## src/rtl/z_word_collector.sv

```systemverilog
// z_word_collector
//   Collects the serial z output of the minterm circuit into WIDTH-bit words.
//   The first received bit lands in the MSB. Each word carries a ones-count and
//   a valid-bit length. Words leave through a valid/ready output register.
//   A flush request emits the current partial word, zero-padded at the bottom.
//
// State table
//   state      | meaning
//   COLLECT    | accepting bits, emitting full or flushed words
//   FLUSH_WAIT | partial word frozen, waiting for the output slot to free up
//
// Ports
//   clk, rst_n          clock, asynchronous active-low reset
//   z_in, z_valid       serial bit and its qualifier
//   z_ready             collector accepts z_in this cycle
//   flush               request to emit the current partial word
//   word_out            packed word (first bit at MSB)
//   ones_out, word_len  ones count and number of valid bits in word_out
//   word_valid          output register holds an unconsumed word
//   word_ready          consumer takes the word this cycle
module z_word_collector #(
  parameter int WIDTH = 8,
  parameter int CW    = 5
) (
  input  logic             clk,
  input  logic             rst_n,
  input  logic             z_in,
  input  logic             z_valid,
  output logic             z_ready,
  input  logic             flush,
  output logic [WIDTH-1:0] word_out,
  output logic [CW-1:0]    ones_out,
  output logic [CW-1:0]    word_len,
  output logic             word_valid,
  input  logic             word_ready
);

  typedef enum logic {COLLECT, FLUSH_WAIT} state_t;

  localparam logic [CW-1:0] LAST = CW'(WIDTH - 1);

  state_t           state_q, state_d;
  logic [WIDTH-1:0] sr_q, sr_d, sr_new;
  logic [CW-1:0]    cnt_q, cnt_d, cnt_new;
  logic [CW-1:0]    ones_q, ones_d, ones_new;

  logic [WIDTH-1:0] word_q, word_d, ld_word;
  logic [CW-1:0]    wones_q, wones_d, ld_ones;
  logic [CW-1:0]    wlen_q, wlen_d, ld_len;
  logic             wvalid_q, wvalid_d;

  logic slot_free, acc, load;

  // A consume in the same cycle frees the slot for a new load.
  assign slot_free = !wvalid_q || word_ready;

  // Only the bit that would complete a word needs the slot; earlier bits
  // are always accepted.
  assign z_ready = (state_q == COLLECT) && ((cnt_q != LAST) || slot_free);
  assign acc     = z_valid && z_ready;

  always_comb begin
    sr_new = sr_q;
    for (int i = 0; i < WIDTH; i++) begin
      if (acc && (cnt_q == CW'(WIDTH - 1 - i))) sr_new[i] = z_in;
    end
    cnt_new  = cnt_q + {{(CW-1){1'b0}}, acc};
    ones_new = ones_q + {{(CW-1){1'b0}}, acc && z_in};
  end

  always_comb begin
    state_d = state_q;
    sr_d    = sr_q;
    cnt_d   = cnt_q;
    ones_d  = ones_q;
    load    = 1'b0;
    ld_word = sr_new;
    ld_ones = ones_new;
    ld_len  = cnt_new;
    case (state_q)
      COLLECT: begin
        if (acc && (cnt_q == LAST)) begin
          // Full word wins over a coincident flush.
          load   = 1'b1;
          sr_d   = '0;
          cnt_d  = '0;
          ones_d = '0;
        end else if (flush && (cnt_new != '0)) begin
          if (slot_free) begin
            load   = 1'b1;
            sr_d   = '0;
            cnt_d  = '0;
            ones_d = '0;
          end else begin
            state_d = FLUSH_WAIT;
            sr_d    = sr_new;
            cnt_d   = cnt_new;
            ones_d  = ones_new;
          end
        end else begin
          sr_d   = sr_new;
          cnt_d  = cnt_new;
          ones_d = ones_new;
        end
      end
      FLUSH_WAIT: begin
        ld_word = sr_q;
        ld_ones = ones_q;
        ld_len  = cnt_q;
        if (slot_free) begin
          load    = 1'b1;
          state_d = COLLECT;
          sr_d    = '0;
          cnt_d   = '0;
          ones_d  = '0;
        end
      end
      default: state_d = COLLECT;
    endcase
  end

  always_comb begin
    word_d   = word_q;
    wones_d  = wones_q;
    wlen_d   = wlen_q;
    wvalid_d = wvalid_q;
    if (load) begin
      word_d   = ld_word;
      wones_d  = ld_ones;
      wlen_d   = ld_len;
      wvalid_d = 1'b1;
    end else if (wvalid_q && word_ready) begin
      wvalid_d = 1'b0;
    end
  end

  always_ff @(posedge clk or negedge rst_n) begin
    if (!rst_n) begin
      state_q  <= COLLECT;
      sr_q     <= '0;
      cnt_q    <= '0;
      ones_q   <= '0;
      word_q   <= '0;
      wones_q  <= '0;
      wlen_q   <= '0;
      wvalid_q <= 1'b0;
    end else begin
      state_q  <= state_d;
      sr_q     <= sr_d;
      cnt_q    <= cnt_d;
      ones_q   <= ones_d;
      word_q   <= word_d;
      wones_q  <= wones_d;
      wlen_q   <= wlen_d;
      wvalid_q <= wvalid_d;
    end
  end

  assign word_out   = word_q;
  assign ones_out   = wones_q;
  assign word_len   = wlen_q;
  assign word_valid = wvalid_q;

endmodule

```

## config.mk

```make
export PLATFORM = sky130hd
export DESIGN_NAME = z_word_collector
export DESIGN_NICKNAME = d
export VERILOG_FILES = /design/src/rtl/z_word_collector.sv
export SDC_FILE = /design/constraint.sdc
export NUM_CORES = 1
export LEC_CHECK = 0
export CAP_MARGIN = 5
export CORE_MARGIN = 4
export CORE_UTILIZATION = 40
export DETAILED_ROUTE_END_ITERATION = 12
export PLACE_DENSITY = 0.6
export SETUP_SLACK_MARGIN = 0.02
export SYNTH_ARGS = -nofsm -noshare
export SYNTH_HDL_FRONTEND = slang
export SYNTH_SLANG_ARGS = --single-unit
```

## constraint.sdc

```tcl
create_clock -name clk -period 2.8 [get_ports clk]
set_input_delay 0.56 -clock clk [delete_from_list [all_inputs] [get_ports clk]]
set_output_delay 0.56 -clock clk [all_outputs]
set_load 0.005 [all_outputs]
```

==> run_results.csv <==
group,metric,value,unit
global_route,antenna_found_initial,0,
setup_path,worstRegToRegCells,10,
global_route,number_of_global_route_vias_before_repair,1459,
yosys,netlist-cell-type-count,34,
yosys,synth_top_cells_by_area,"sky130_fd_sc_hd__dfrtp_1, sky130_fd_sc_hd__mux2_4, sky130_fd_sc_hd__mux2i_1",
cts,ctsLongestPathBuffers,2,
floorplan,fp-row-count,25,
cts,clock_tree_from_tritoncts,"done",
global_route,largest_net_degree_at_the_start_of_global_routing,39,
yosys,post_synthesis_cell_count,181,
floorplan,die_area,0.006166,mm^2
cts,cts_max_level,2,
route,viasPerCell,5.035,
setup_path,list_of_cells_traversed_by_the_critical_path,"clkdlybuf4s50_1 > nor2b_1 > a21oi_2 > ha_2 > buf_4 > nand3_2 > xnor2_1 > o41ai_4 > a21oi_2 > buf_6 > mux2_4",
timing,maxSlewHeadroom,43.65,%
timing,final_min_period_over_clock_period,95.61,%
yosys,synth_warnings,0,
global_route,first_pass_grt_wire_length,7072,um
timing,time_the_final_worst_path_needs_with_i_o_delays_and_setup,2.677,ns
route,detail_route.first_pass.iterations,5,
yosys,total_nets_after_synthesis,191,
cts,cts_root_buf,"sky130_fd_sc_hd__clkbuf_8",
setup_path,slowest_delay,0.47,ns
setup_path,timing.critical_path.arrival,2.85,ns
timing,final-hold-violation-count,0,
flow_run,max_cap_viol_count,0,
cts,number_of_clock_buffers_inserted_by_tritoncts,5,
finish,n_antenna_cell,0,
timing,timing.final.max_slew_violations,0,
finish,design.final.nets,230,
power_and_ir_drop,maximum_ir_drop_on_the_vdd_rail,0.0005625,V
route,vias,1450,
floorplan,initial_core_util,41.57,%
finish,final_standard_cell_area_without_fillers,0.002531,mm^2
timing,max_clock_freq,0.3735,GHz
finish,leading_cell_types_in_the_layout_fill_and_taps_excluded,"sky130_fd_sc_hd__dfrtp_1, sky130_fd_sc_hd__clkdlybuf4s50_1, sky130_fd_sc_hd__buf_4",
timing,finalSetupViolCount,0,
finish,layout.cells.most_common,"sky130_fd_sc_hd__dfrtp_1",
setup_path,critPathMaxFanout,7,
timing,tightest_slew,0.8453,ns
setup_path,critPathSlowestCell,"sky130_fd_sc_hd__clkdlybuf4s50_1",
timing,fin_worst_hold_slack,0.3689,ns
floorplan,core_area,0.004786,mm^2
setup_path,timing.critical_path.mode_cell,"sky130_fd_sc_hd__a21oi_2",
route,wl,4207,um
power_and_ir_drop,total_leakage_power,1.189,nW
place,portBuffers,25,
yosys,synth_sequential_area_ratio,47.80,%
yosys,synth.largest_area_cell,"sky130_fd_sc_hd__dfrtp_1",
setup_path,startpoint_type,"input port",
outcome,outcome,"complete, no violations",
timing,skew,0.004834,ns
yosys,synth_top_area_share,47.80,%
setup_path,criticalPathCategory,"input port to flip-flop",
yosys,mappedNetlistArea,0.001989,mm^2
timing,final.setup.tns,0,ns
place,place_area,0.002376,mm^2
route,routedWlPerCell,14.61,um
setup_path,crit_required,2.97,ns
cts,cts.clk_slew.worst_paths,0.08,ns
setup_path,worst_setup_path_end_kind,"flip-flop",
yosys,postSynthAreaPerCell,10.99,um^2
floorplan,dieHeight,78.53,um
min_path,hp-class,"input port to async pin",
floorplan,die_x,78.53,um
cts,cts_sinks,38,
floorplan,io_pins,26,
yosys,ys_seq_elements,38,
place,hpwl,2989,um
cts,hold_buffers,0,
route,first_iter_violations,85,
route,residual_drc,0,
finish,drive_above_1_share,22.17,%
global_route,grt_overflow,0,
finish,syn_to_final_growth,27.23,%
power_and_ir_drop,pwr_density_cell,878.3,mW/mm^2
place,gp_routability_congestion,0.8575,
global_route,overall_global_routing_resource_usage,14.69,%
cts,insertion_delay,0.29,ns
route,final_antenna_net_count,0,
layer usage:
metal / wire length (um) / global-route usage [%]
met5: 0 / 0
met4: 64 / 4.720
met3: 136 / 3.326
met2: 1991 / 23.94
met1: 2014 / 19.30
stage by stage:
stage,cells,utilization [%],setup WS (ns),power [mW]
floorplan,181,-,0.1225,1.378
global placement,278,49.65,-0.1061,1.712
detailed placement,278,49.65,-0.2271,1.733
CTS,286,51.87,0.03641,2.204
global route,288,52.89,-0.002090,2.364
finish,288,52.89,0.1229,2.223
worst paths after layout:
kind                              from     endpoint  slack, ns
max                         word_ready  word_out[4]       0.12
min                              rst_n     cnt_q[0]       0.37
max reg2reg                   cnt_q[4]  word_out[4]       0.16
min reg2reg                word_len[4]  word_len[4]       0.51
max in group asynchronous        rst_n   word_valid       1.90
min in group clk           word_len[4]  word_len[4]       0.51
layout make-up:
cell class | count | area, um^2
Multi-Input combinational cell | 124 | 965.9
Clock buffer | 7 | 76.32
Fill cell | 426 | 2255
Clock inverter | 1 | 30.03
Sequential cell | 38 | 950.9
Tap cell | 67 | 83.83
Timing Repair Buffer | 44 | 397.9
Inverter | 7 | 26.28
cell families after synthesis:
| kind of cell | share of synthesized area [%] |
|---|---|
| flip-flops | 47.80 |
| multiplexers | 15.35 |
| adder cells (fa/ha/maj) | 2.516 |
| AND/OR/NAND/NOR | 15.66 |
| XOR/XNOR | 4.843 |
| buffers and inverters | 4.843 |
| AO/OA/AOI/OAI | 8.994 |
worst max-delay path: cells and delay by family:
family                   cells  cell delay [ns]
AND/OR/NAND/NOR              2             0.15
buffers and inverters        3             0.78
adder cells (fa/ha/maj)      1             0.25
AO/OA/AOI/OAI                3             0.54
XOR/XNOR                     1             0.25
multiplexers                 1             0.31
flip-flops by register name (all words and copies together), names as in the netlist:
register and count:
ones_q 5, word_len 5, ones_out 5, word_out 8, cnt_q 5, word_valid 1
sr_q 8, state_q 1
synth_stat cells:
| library cell | n |
|---|---|
| sky130_fd_sc_hd__buf_2 | 2 |
| sky130_fd_sc_hd__a21oi_1 | 6 |
| sky130_fd_sc_hd__and4b_1 | 1 |
| sky130_fd_sc_hd__clkbuf_1 | 4 |
| sky130_fd_sc_hd__nand3_2 | 1 |
| sky130_fd_sc_hd__nand3_1 | 10 |
| sky130_fd_sc_hd__o31ai_1 | 2 |
| sky130_fd_sc_hd__nor2_1 | 16 |
| sky130_fd_sc_hd__nor3_1 | 1 |
| sky130_fd_sc_hd__and2_1 | 1 |
| sky130_fd_sc_hd__mux2_2 | 4 |
| sky130_fd_sc_hd__mux2i_1 | 11 |
| sky130_fd_sc_hd__buf_1 | 2 |
| sky130_fd_sc_hd__a31oi_1 | 4 |
| sky130_fd_sc_hd__o41ai_4 | 1 |
| sky130_fd_sc_hd__inv_1 | 7 |
| sky130_fd_sc_hd__o22ai_1 | 4 |
| sky130_fd_sc_hd__a211oi_1 | 1 |
| sky130_fd_sc_hd__dfrtp_1 | 38 |
| sky130_fd_sc_hd__nand2_1 | 12 |
| sky130_fd_sc_hd__xnor2_1 | 5 |
| sky130_fd_sc_hd__buf_6 | 2 |
| sky130_fd_sc_hd__xor2_1 | 6 |
| sky130_fd_sc_hd__nor2b_4 | 1 |
| sky130_fd_sc_hd__buf_4 | 2 |
| sky130_fd_sc_hd__o221ai_1 | 1 |
| sky130_fd_sc_hd__ha_1 | 4 |
| sky130_fd_sc_hd__mux2_4 | 10 |
| sky130_fd_sc_hd__nand2b_1 | 7 |
| sky130_fd_sc_hd__nand4_1 | 2 |
| sky130_fd_sc_hd__nor2b_1 | 6 |
| sky130_fd_sc_hd__nand4b_1 | 2 |
| sky130_fd_sc_hd__a21boi_0 | 3 |
| sky130_fd_sc_hd__a21oi_2 | 2 |
where the power goes:
group	leakage [nW]	switching (mW)	internal [mW]	total [mW]
combinational	0.622	0.482	0.529	1.01
clock	0.0524	0.189	0.267	0.456
sequential	0.514	0.0799	0.676	0.756
what timing repair did:
action                     CTS  global route
resized for setup            0             8
setup endpoints to repair    0            23
buffers inserted             0             2
(Power assumes the default switching activity.)
